===== config.mk =====
export PLATFORM = sky130hd
export DESIGN_NAME = sprite_blitter
export DESIGN_NICKNAME = d
export VERILOG_FILES = /design/src/rtl/sprite_blitter.sv
export SDC_FILE = /design/constraint.sdc
export NUM_CORES = 1
export LEC_CHECK = 0
export BUFFER_PORTS_ARGS = -buffer_cell sky130_fd_sc_hd__buf_2
export CAP_MARGIN = 20
export CORE_ASPECT_RATIO = 1.4
export CORE_MARGIN = 2
export CORE_UTILIZATION = 45
export CTS_BUF_LIST = sky130_fd_sc_hd__clkbuf_4 sky130_fd_sc_hd__clkbuf_8
export DETAILED_ROUTE_END_ITERATION = 6
export GPL_ROUTABILITY_DRIVEN = 0
export PLACE_DENSITY_LB_ADDON = 0.15
export SLEW_MARGIN = 15
export SYNTH_ARGS = -nofsm -noshare
export SYNTH_HDL_FRONTEND = slang
export SYNTH_SLANG_ARGS = --single-unit

===== constraint.sdc =====
create_clock -name clk -period 4.4 [get_ports clk]
set_clock_uncertainty 0.2 [all_clocks]
set_input_delay 0.22 -clock clk [delete_from_list [all_inputs] [get_ports clk]]
set_output_delay 0.22 -clock clk [all_outputs]
set_load 0.02 [all_outputs]

===== src/rtl/sprite_blitter.sv =====
// Sprite blitter: erases the uncovered part of the previous sprite box, then draws the
// new sprite from an external row ROM, streaming window commands and RGB bytes to a TFT.
module sprite_blitter #(
  parameter int          SIZE    = 22,
  parameter int          FRAMES  = 3,
  parameter int          COORD_W = 9,
  parameter int          X0      = 5,
  parameter int          Y0      = 5,
  parameter logic [23:0] FG      = 24'hFFFFFF,
  parameter logic [23:0] BG      = 24'h000000,
  localparam int         FW      = (FRAMES > 1) ? $clog2(FRAMES) : 1,
  localparam int         RW      = (SIZE > 1) ? $clog2(SIZE) : 1
) (
  input  logic               clk,
  input  logic               rst,
  input  logic               enable,
  input  logic               draw,
  input  logic [COORD_W-1:0] x,
  input  logic [COORD_W-1:0] y,
  input  logic [FW-1:0]      frame,
  input  logic               mirror,
  output logic               busy,
  output logic               done,
  output logic [FW-1:0]      rom_frame,
  output logic [RW-1:0]      rom_row,
  input  logic [SIZE-1:0]    rom_data,
  input  logic               tft_busy,
  output logic               tft_transmit,
  output logic               tft_dc,
  output logic [7:0]         tft_data
);

  localparam int CW1 = COORD_W + 1;
  typedef logic [CW1-1:0] coord_t;
  typedef struct packed {
    coord_t xs;
    coord_t ys;
    coord_t w;
    coord_t h;
  } rect_t;
  localparam coord_t SZ = coord_t'(SIZE);

  typedef enum logic [2:0] {IDLE, PLAN, WINDOW, PIXELS, NEXT, FINISH} state_t;

  state_t             state_q, state_d;
  logic [COORD_W-1:0] xo_q, xo_d, yo_q, yo_d, xn_q, xn_d, yn_q, yn_d;
  logic [FW-1:0]      frame_q, frame_d;
  logic               mirror_q, mirror_d;
  rect_t              rect_q [3];
  rect_t              rect_d [3];
  logic               v0_q, v0_d, v1_q, v1_d;
  logic [1:0]         idx_q, idx_d, bip_q, bip_d;
  logic [3:0]         wcnt_q, wcnt_d;
  logic [RW-1:0]      col_q, col_d, row_q, row_d;
  logic               busy_q, busy_d, done_q, done_d, tx_q, tx_d, dc_q, dc_d;
  logic [7:0]         data_q, data_d;

  coord_t        ox, oy, nx, ny, dx, dy, adx, ady, xe, ye;
  logic          overlap, strobe, pix_on, byte_dc;
  logic [7:0]    byte_val;
  logic [RW-1:0] bit_idx;
  logic [23:0]   colour;
  rect_t         cur;

  function automatic logic [7:0] hi_b(coord_t v);
    logic [15:0] t;
    t = 16'(v);
    return t[15:8];
  endfunction

  function automatic logic [7:0] lo_b(coord_t v);
    logic [15:0] t;
    t = 16'(v);
    return t[7:0];
  endfunction

  always_comb begin
    ox      = coord_t'(xo_q);
    oy      = coord_t'(yo_q);
    nx      = coord_t'(xn_q);
    ny      = coord_t'(yn_q);
    dx      = nx - ox;
    dy      = ny - oy;
    adx     = dx[CW1-1] ? coord_t'(-dx) : dx;
    ady     = dy[CW1-1] ? coord_t'(-dy) : dy;
    overlap = (adx < SZ) && (ady < SZ);
  end

  always_comb begin
    case (idx_q)
      2'd0:    cur = rect_q[0];
      2'd1:    cur = rect_q[1];
      default: cur = rect_q[2];
    endcase
  end

  // Slot 2 always holds the sprite; slots 0/1 are erase rectangles.
  always_comb begin
    xe       = cur.xs + cur.w - coord_t'(1);
    ye       = cur.ys + cur.h - coord_t'(1);
    bit_idx  = mirror_q ? col_q : RW'(SIZE - 1) - col_q;
    pix_on   = (idx_q == 2'd2) && rom_data[bit_idx];
    colour   = pix_on ? FG : BG;
    byte_dc  = 1'b1;
    byte_val = '0;
    if (state_q == PIXELS) begin
      case (bip_q)
        2'd0:    byte_val = colour[23:16];
        2'd1:    byte_val = colour[15:8];
        default: byte_val = colour[7:0];
      endcase
    end else begin
      case (wcnt_q)
        4'd0:    begin byte_dc = 1'b0; byte_val = 8'h2A; end
        4'd1:    byte_val = hi_b(cur.xs);
        4'd2:    byte_val = lo_b(cur.xs);
        4'd3:    byte_val = hi_b(xe);
        4'd4:    byte_val = lo_b(xe);
        4'd5:    begin byte_dc = 1'b0; byte_val = 8'h2B; end
        4'd6:    byte_val = hi_b(cur.ys);
        4'd7:    byte_val = lo_b(cur.ys);
        4'd8:    byte_val = hi_b(ye);
        4'd9:    byte_val = lo_b(ye);
        default: begin byte_dc = 1'b0; byte_val = 8'h2C; end
      endcase
    end
  end

  assign strobe = enable && !tft_busy && !tx_q && (state_q == WINDOW || state_q == PIXELS);

  always_comb begin
    state_d  = state_q;
    xo_d     = xo_q;
    yo_d     = yo_q;
    xn_d     = xn_q;
    yn_d     = yn_q;
    frame_d  = frame_q;
    mirror_d = mirror_q;
    rect_d   = rect_q;
    v0_d     = v0_q;
    v1_d     = v1_q;
    idx_d    = idx_q;
    wcnt_d   = wcnt_q;
    col_d    = col_q;
    row_d    = row_q;
    bip_d    = bip_q;
    busy_d   = busy_q;
    done_d   = 1'b0;
    tx_d     = 1'b0;
    dc_d     = dc_q;
    data_d   = data_q;
    if (enable) begin
      if (strobe) begin
        tx_d   = 1'b1;
        dc_d   = byte_dc;
        data_d = byte_val;
      end
      unique case (state_q)
        IDLE: if (draw) begin
          xn_d     = x;
          yn_d     = y;
          frame_d  = frame;
          mirror_d = mirror;
          busy_d   = 1'b1;
          state_d  = PLAN;
        end
        PLAN: begin
          // Slot 0 is the H strip when overlapping, otherwise the whole old box.
          if (overlap) rect_d[0] = '{xs: ox, ys: (ny > oy) ? oy : ny + SZ, w: SZ, h: ady};
          else         rect_d[0] = '{xs: ox, ys: oy, w: SZ, h: SZ};
          rect_d[1] = '{xs: (nx > ox) ? ox : nx + SZ, ys: (ny > oy) ? ny : oy, w: adx, h: SZ - ady};
          rect_d[2] = '{xs: nx, ys: ny, w: SZ, h: SZ};
          v0_d      = !overlap || (dy != '0);
          v1_d      = overlap && (dx != '0);
          idx_d     = v0_d ? 2'd0 : (v1_d ? 2'd1 : 2'd2);
          wcnt_d    = '0;
          col_d     = '0;
          row_d     = '0;
          bip_d     = '0;
          state_d   = WINDOW;
        end
        WINDOW: if (strobe) begin
          if (wcnt_q == 4'd10) begin
            wcnt_d  = '0;
            state_d = PIXELS;
          end else begin
            wcnt_d = wcnt_q + 4'd1;
          end
        end
        PIXELS: if (strobe) begin
          if (bip_q == 2'd2) begin
            bip_d = '0;
            if (coord_t'(col_q) == cur.w - coord_t'(1)) begin
              col_d = '0;
              if (coord_t'(row_q) == cur.h - coord_t'(1)) begin
                row_d   = '0;
                state_d = NEXT;
              end else begin
                row_d = row_q + RW'(1);
              end
            end else begin
              col_d = col_q + RW'(1);
            end
          end else begin
            bip_d = bip_q + 2'd1;
          end
        end
        NEXT: begin
          if (idx_q == 2'd0 && v1_q) begin
            idx_d   = 2'd1;
            state_d = WINDOW;
          end else if (idx_q != 2'd2) begin
            idx_d   = 2'd2;
            state_d = WINDOW;
          end else begin
            state_d = FINISH;
          end
        end
        FINISH: begin
          xo_d    = xn_q;
          yo_d    = yn_q;
          done_d  = 1'b1;
          busy_d  = 1'b0;
          state_d = IDLE;
        end
        default: state_d = IDLE;
      endcase
    end
  end

  always_ff @(posedge clk or negedge rst) begin
    if (!rst) begin
      state_q  <= IDLE;
      xo_q     <= COORD_W'(X0);
      yo_q     <= COORD_W'(Y0);
      xn_q     <= '0;
      yn_q     <= '0;
      frame_q  <= '0;
      mirror_q <= 1'b0;
      for (int unsigned i = 0; i < 3; i++) rect_q[i] <= '0;
      v0_q     <= 1'b0;
      v1_q     <= 1'b0;
      idx_q    <= '0;
      wcnt_q   <= '0;
      col_q    <= '0;
      row_q    <= '0;
      bip_q    <= '0;
      busy_q   <= 1'b0;
      done_q   <= 1'b0;
      tx_q     <= 1'b0;
      dc_q     <= 1'b0;
      data_q   <= '0;
    end else begin
      state_q  <= state_d;
      xo_q     <= xo_d;
      yo_q     <= yo_d;
      xn_q     <= xn_d;
      yn_q     <= yn_d;
      frame_q  <= frame_d;
      mirror_q <= mirror_d;
      rect_q   <= rect_d;
      v0_q     <= v0_d;
      v1_q     <= v1_d;
      idx_q    <= idx_d;
      wcnt_q   <= wcnt_d;
      col_q    <= col_d;
      row_q    <= row_d;
      bip_q    <= bip_d;
      busy_q   <= busy_d;
      done_q   <= done_d;
      tx_q     <= tx_d;
      dc_q     <= dc_d;
      data_q   <= data_d;
    end
  end

  assign busy         = busy_q;
  assign done         = done_q;
  assign rom_frame    = frame_q;
  assign rom_row      = row_q;
  assign tft_transmit = tx_q;
  assign tft_dc       = dc_q;
  assign tft_data     = data_q;

endmodule


==> results of run 1 <==
==> registers in the layout (all words and copies together), names as in the netlist <==
name / flops
xn_q: 9
rom_frame: 2
wcnt_q: 4
xo_q: 9
bip_q: 2
rom_row: 5
busy: 1
tft_data: 8
done: 1
tft_transmit: 1
col_q: 5
yn_q: 9
idx_q: 2
tft_dc: 1
rect_q: 87
state_q: 3
mirror_q: 1
v1_q: 1
yo_q: 9
==> metal layers <==
| metal | global-route usage | vias to the layer above | part of all wire |
|---|---|---|---|
| met2 | 0.381 | 170 | 0.49 |
| li1 | - | 4805 | - |
| met3 | 0.0310 | 58 | 0.025 |
| met5 | 0 | - | 0 |
| met1 | 0.284 | 4564 | 0.44 |
| met4 | 0.103 | 0 | 0.041 |
==> layout make-up <==
class | instances | area [um2]
Inverter | 84 | 315
Clock buffer | 19 | 255
Sequential cell | 160 | 4010
Clock inverter | 13 | 136
Multi-Input combinational cell | 1011 | 6830
Timing Repair Buffer | 118 | 807
Tap cell | 319 | 399
Fill cell | 2486 | 12500
==> synth_stat cells, drive strengths merged (16+ instances only) <==
cell type | number | area [um2]
xor2 | 32 | 310
o21ai | 129 | 649
buf | 20 | 111
ha | 64 | 801
nand2 | 185 | 694
nor2b | 16 | 100
mux2 | 40 | 450
nand3 | 27 | 153
nor2 | 92 | 348
inv | 84 | 315
nor3 | 30 | 171
mux2i | 40 | 400
xnor2 | 41 | 359
nand2b | 16 | 100
dfrtp | 156 | 3900
clkbuf | 46 | 173
a21oi | 90 | 462
==> metrics by stage <==
| step | instance area, um2 | hold WS (ps) | util |
|---|---|---|---|
| detailed placement | 12100 | 163 | 0.479 |
| CTS | 12700 | 232 | 0.506 |
| global route | 12800 | 257 | 0.506 |
| global placement | 12100 | 167 | 0.479 |
| floorplan | 11400 | -276 | - |
| finish | 12800 | 176 | 0.506 |
==> cells in the final DEF, fill, tap and decap left out, drive strengths merged, types with 40 or more instances in the layout <==
| master | count |
|---|---|
| o21ai | 129 |
| nand2 | 185 |
| inv | 86 |
| mux2i | 40 |
| dfrtp | 156 |
| ha | 64 |
| buf | 91 |
| a21oi | 90 |
| nor2 | 92 |
| xnor2 | 41 |
| mux2 | 40 |
==> cell families after synthesis <==
| kind of cell | Yosys count | synth area share |
|---|---|---|
| AOI/OAI and AO/OA | 355 | 0.200 |
| xor gates and xnor gates | 73 | 0.0586 |
| adders and majority gates | 68 | 0.0771 |
| buffers and inverters | 150 | 0.0524 |
| DFF | 160 | 0.351 |
| muxes | 86 | 0.0863 |
| and+or+nand+nor | 429 | 0.175 |
==> critical path: stages (launching register included) <==
cell and delay [ps]:
dfstp_2 570, inv_1 50, ha_1 390, nor2_1 110, a211oi_2 290, o21bai_1 160
a21boi_0 310, nor2_1 120, ha_1 250, a32oi_1 210, o211ai_1 220, a2bb2oi_1 270
and4_4 370, a21oi_1 90, o31a_1 280
==> worst paths after layout <==
path	from	to	cells after the start
worst max-delay path	yo_q[2]	rect_q[103]	14
worst min-delay path	rst	rom_row[3]	2
worst max register to register	yo_q[2]	rect_q[103]	14
worst min register to register	rect_q[110]	rect_q[110]	2
max in group asynchronous	rst	yo_q[2]	3
min in group clk	rect_q[110]	rect_q[110]	2
==> timing repair <==
action,CTS,global route
gates resized for setup,0,2
hold buffers,27,0
setup buffers,0,1
hold endpoints to repair,120,0
endpoints found under the setup margin,0,16
==> impl_metrics.tcl, run 1 <==
set metrics [dict create \
    startpoint_type "flop" \
    cts_root_buf "clkbuf_8" \
    yosys_warnings 0 \
    io-pin-count 67 \
    grt_max_degree 99 \
    grt_pass1_wl_mm 48.2 \
    area_growth_pct 11.6 \
    cts.sinks 160 \
    max-cap-violations 0 \
    finalHoldViolCount 0 \
    synth-seq-cells 160 \
    antenna_cells 0 \
    cts_tree "yes" \
    syn_area_mm2 0.0114 \
    seq_area_frac_synth 0.351 \
    path_class "flop to flop" \
    place_hpwl_mm 22.2 \
    clk_pin_slew_ps 80 \
    cp_data_required_time_ps 4550 \
    insertion_delay_ps 480 \
    timing.fmax_mhz 249 \
    avgSynthCellArea_um2 8.65 \
    dp_cells 1664 \
    dr.pass1.iters 5 \
    critPathCaptureType "flop" \
    status "completed" \
    synthArstFlopShare 1.00 \
    rsz0062_at_grt "false" \
    dr_total_vias 9597 \
    drtIter0Drc 589 \
    finalCritPeriodShare 0.913 \
    arrival_ps 4170 \
    grt-ovfl-total 0 \
    die_w_um 139 \
    rows 69 \
    antenna_found_initial 0 \
    hp-class "primary input to async pin" \
    syn_nets 1437 \
    layout_setup_ws_ps 383 \
    synth_ff_type "dfrtp_1" \
    num-nets-final 1508 \
    synth_cell_types 95 \
    wl_per_cell_um 16.9 \
    setup_violations 0 \
    ff2ff_setup_slack_ps 380 \
    coreArea_mm2 0.0252 \
    post-place-ws_ps 232 \
    netlist_instances 1321 \
    portBuffers 66 \
    finalMaxSlewViolations 0 \
    wl_mm 29.2 \
    fp.dieArea_mm2 0.0267 \
    initial_utilization 0.453 \
    drive_gt1_frac 0.152 \
    stdcell_count 1724 \
    relSlewSlack 0.391 \
    setup_tns_ps 0 \
    numCtsBuffers 17 \
    grtUsageTotal 0.224 \
    period_needed_ps 4020 \
    grt_pass1_vias 9250 \
    cts_max_level 4 \
    cp_max_fo 11 \
    synth_edf_count 0 \
    ant_nets 0 \
    drc 0 \
    viasPerCell 5.57 \
    clock_path_buffers 2 \
    tightest_slew_ps 913 \
    fp.dieH_um 193 \
]
Power of run 1 is left out: the tool's default activity adds up to more than one toggle a clock period on the data nets, which glitch-free logic cannot reach.
==> run 2, diff against run 1 <==
--- a/config.mk
+++ b/config.mk
@@ -7,10 +7,11 @@
 export LEC_CHECK = 0
 export BUFFER_PORTS_ARGS = -buffer_cell sky130_fd_sc_hd__buf_2
 export CAP_MARGIN = 20
-export CORE_ASPECT_RATIO = 1.4
+export CORE_ASPECT_RATIO = 1.25
 export CORE_MARGIN = 2
 export CORE_UTILIZATION = 45
 export CTS_BUF_LIST = sky130_fd_sc_hd__clkbuf_4 sky130_fd_sc_hd__clkbuf_8
+export CTS_CLUSTER_SIZE = 10
 export DETAILED_ROUTE_END_ITERATION = 6
 export GPL_ROUTABILITY_DRIVEN = 0
 export PLACE_DENSITY_LB_ADDON = 0.15
==> impl_metrics.tcl, run 2 (synthesis results as in run 1) <==
set metrics [dict create \
    status "completed" \
    cp_data_required_time_ps 4570 \
    finalHoldViolCount 0 \
    slowest_delay_ps 570 \
    top_register "rect_q" \
    drtIter0Drc 586 \
    max-cap-violations 0 \
    period_needed_ps 4090 \
    drc 0 \
    cp_cell_sequence "inv_1, ha_1, nor2_1, a211oi_2, o21ba_2, nor3_1, nor2_1, ha_1, a32oi_1, o211ai_1, a2bb2oi_1, and4_2, a21oi_1, o31a_1" \
    grt-ovfl-total 0 \
    relSlewSlack 0.389 \
    portBuffers 66 \
    die_w_um 147 \
    mostFrequentLayoutCells "nand2_1 (184), dfrtp_1 (156), o21ai_0 (121)" \
    cts.sinks 160 \
    antenna_found_initial 0 \
    numCtsBuffers 17 \
    coreArea_mm2 0.0251 \
    r2r-end "rect_q[105]" \
    grt_pass1_vias 9402 \
    initial_utilization 0.455 \
    grtUsageTotal 0.224 \
    dr.pass1.iters 5 \
    ff2ff_setup_slack_ps 310 \
    drive_gt1_frac 0.153 \
    fp.dieH_um 182 \
    fill_cells 2413 \
    area_growth_pct 12.0 \
    final_common_cell "nand2_1" \
    finalMaxSlewViolations 0 \
    r2r_start "yo_q[2]" \
    placed_area_mm2 0.0121 \
    hp-class "primary input to async pin" \
    ant_nets 0 \
    grt_max_degree 97 \
    timing.fmax_mhz 245 \
    cts_root_buf "clkbuf_8" \
    antenna_cells 0 \
    r2r_cells 14 \
    tightest_slew_ps 917 \
    largest_reg_flops 87 \
    io-pin-count 67 \
    clock_path_buffers 2 \
    startpoint_type "flop" \
    dr_total_vias 9565 \
    path_class "flop to flop" \
    finalCritPeriodShare 0.929 \
    arrival_ps 4250 \
    setup_violations 0 \
    seq_area_mm2 0.00401 \
    grt_pass1_wl_mm 48.0 \
    cts_tree "yes" \
    cp_max_fo 11 \
    viasPerCell 5.49 \
    critPathCaptureType "flop" \
    wl_per_cell_um 16.9 \
    rows 65 \
    num-nets-final 1509 \
    fin_area_mm2 0.0128 \
    place_hpwl_mm 22.0 \
    insertion_delay_ps 480 \
    multi_input_area_mm2 0.00683 \
    cts_max_level 4 \
    wl_mm 29.3 \
    worst_path_max_delay_cell "dfstp_2" \
    fp.dieArea_mm2 0.0267 \
    clk_pin_slew_ps 90 \
]
run 2: how the worst max path moves through the flow:
stage                     startpoint          end
after global routing         yo_q[2]   rect_q[80]
after CTS                    yo_q[2]  rect_q[105]
after global placement       yo_q[2]  rect_q[105]
final                        yo_q[2]  rect_q[105]
after detailed placement     yo_q[2]  rect_q[105]
after floorplan             idx_q[0]  tft_data[1]
run 2: worst max-delay path, delay by kind of cell (launching register included):
| kind | cells | cell delay, ps |
|---|---|---|
| AO/OA/AOI/OAI | 7 | 1430 |
| buffers and inverters | 1 | 50 |
| AND/OR/NAND/NOR | 4 | 1100 |
| flip-flops | 1 | 570 |
| adder cells (fa/ha/maj) | 2 | 640 |
run 2: cell type report:
type	instances	area share
multi-input combinational	1011	0.534
sequential	160	0.313
timing repair buffer	119	0.0635
inverter	84	0.0246
clock inverter	15	0.0137
tap	335	0.0328
clock buffer	17	0.0183
run 2: what timing repair did:
item | 4_1_cts | 5_1_grt
resized for setup | 0 | 2
hold buffers | 26 | 0
hold endpoints to repair | 118 | 0
setup endpoints to repair | 0 | 17
setup buffers | 0 | 1
run 2: routing by layer:
metal / routed length (um) / GRT usage
met5: 0 / 0
met4: 811 / 0.0823
met3: 831 / 0.0340
met2: 14300 / 0.382
met1: 13400 / 0.290
run 2: metrics by stage:
step                hold slack (ps)  utilization  setup slack, ps  std cells  TNS, ps
CTS                             234        0.509              230       1740        0
global route                    278        0.509            -3.51       1741    -3.65
finish                          182        0.509              314       1741        0
detailed placement              180        0.482              249       1682        0
floorplan                      -276            -              581       1321        0
global placement                179        0.482              386       1682        0
Power of run 2 is left out for the same reason.
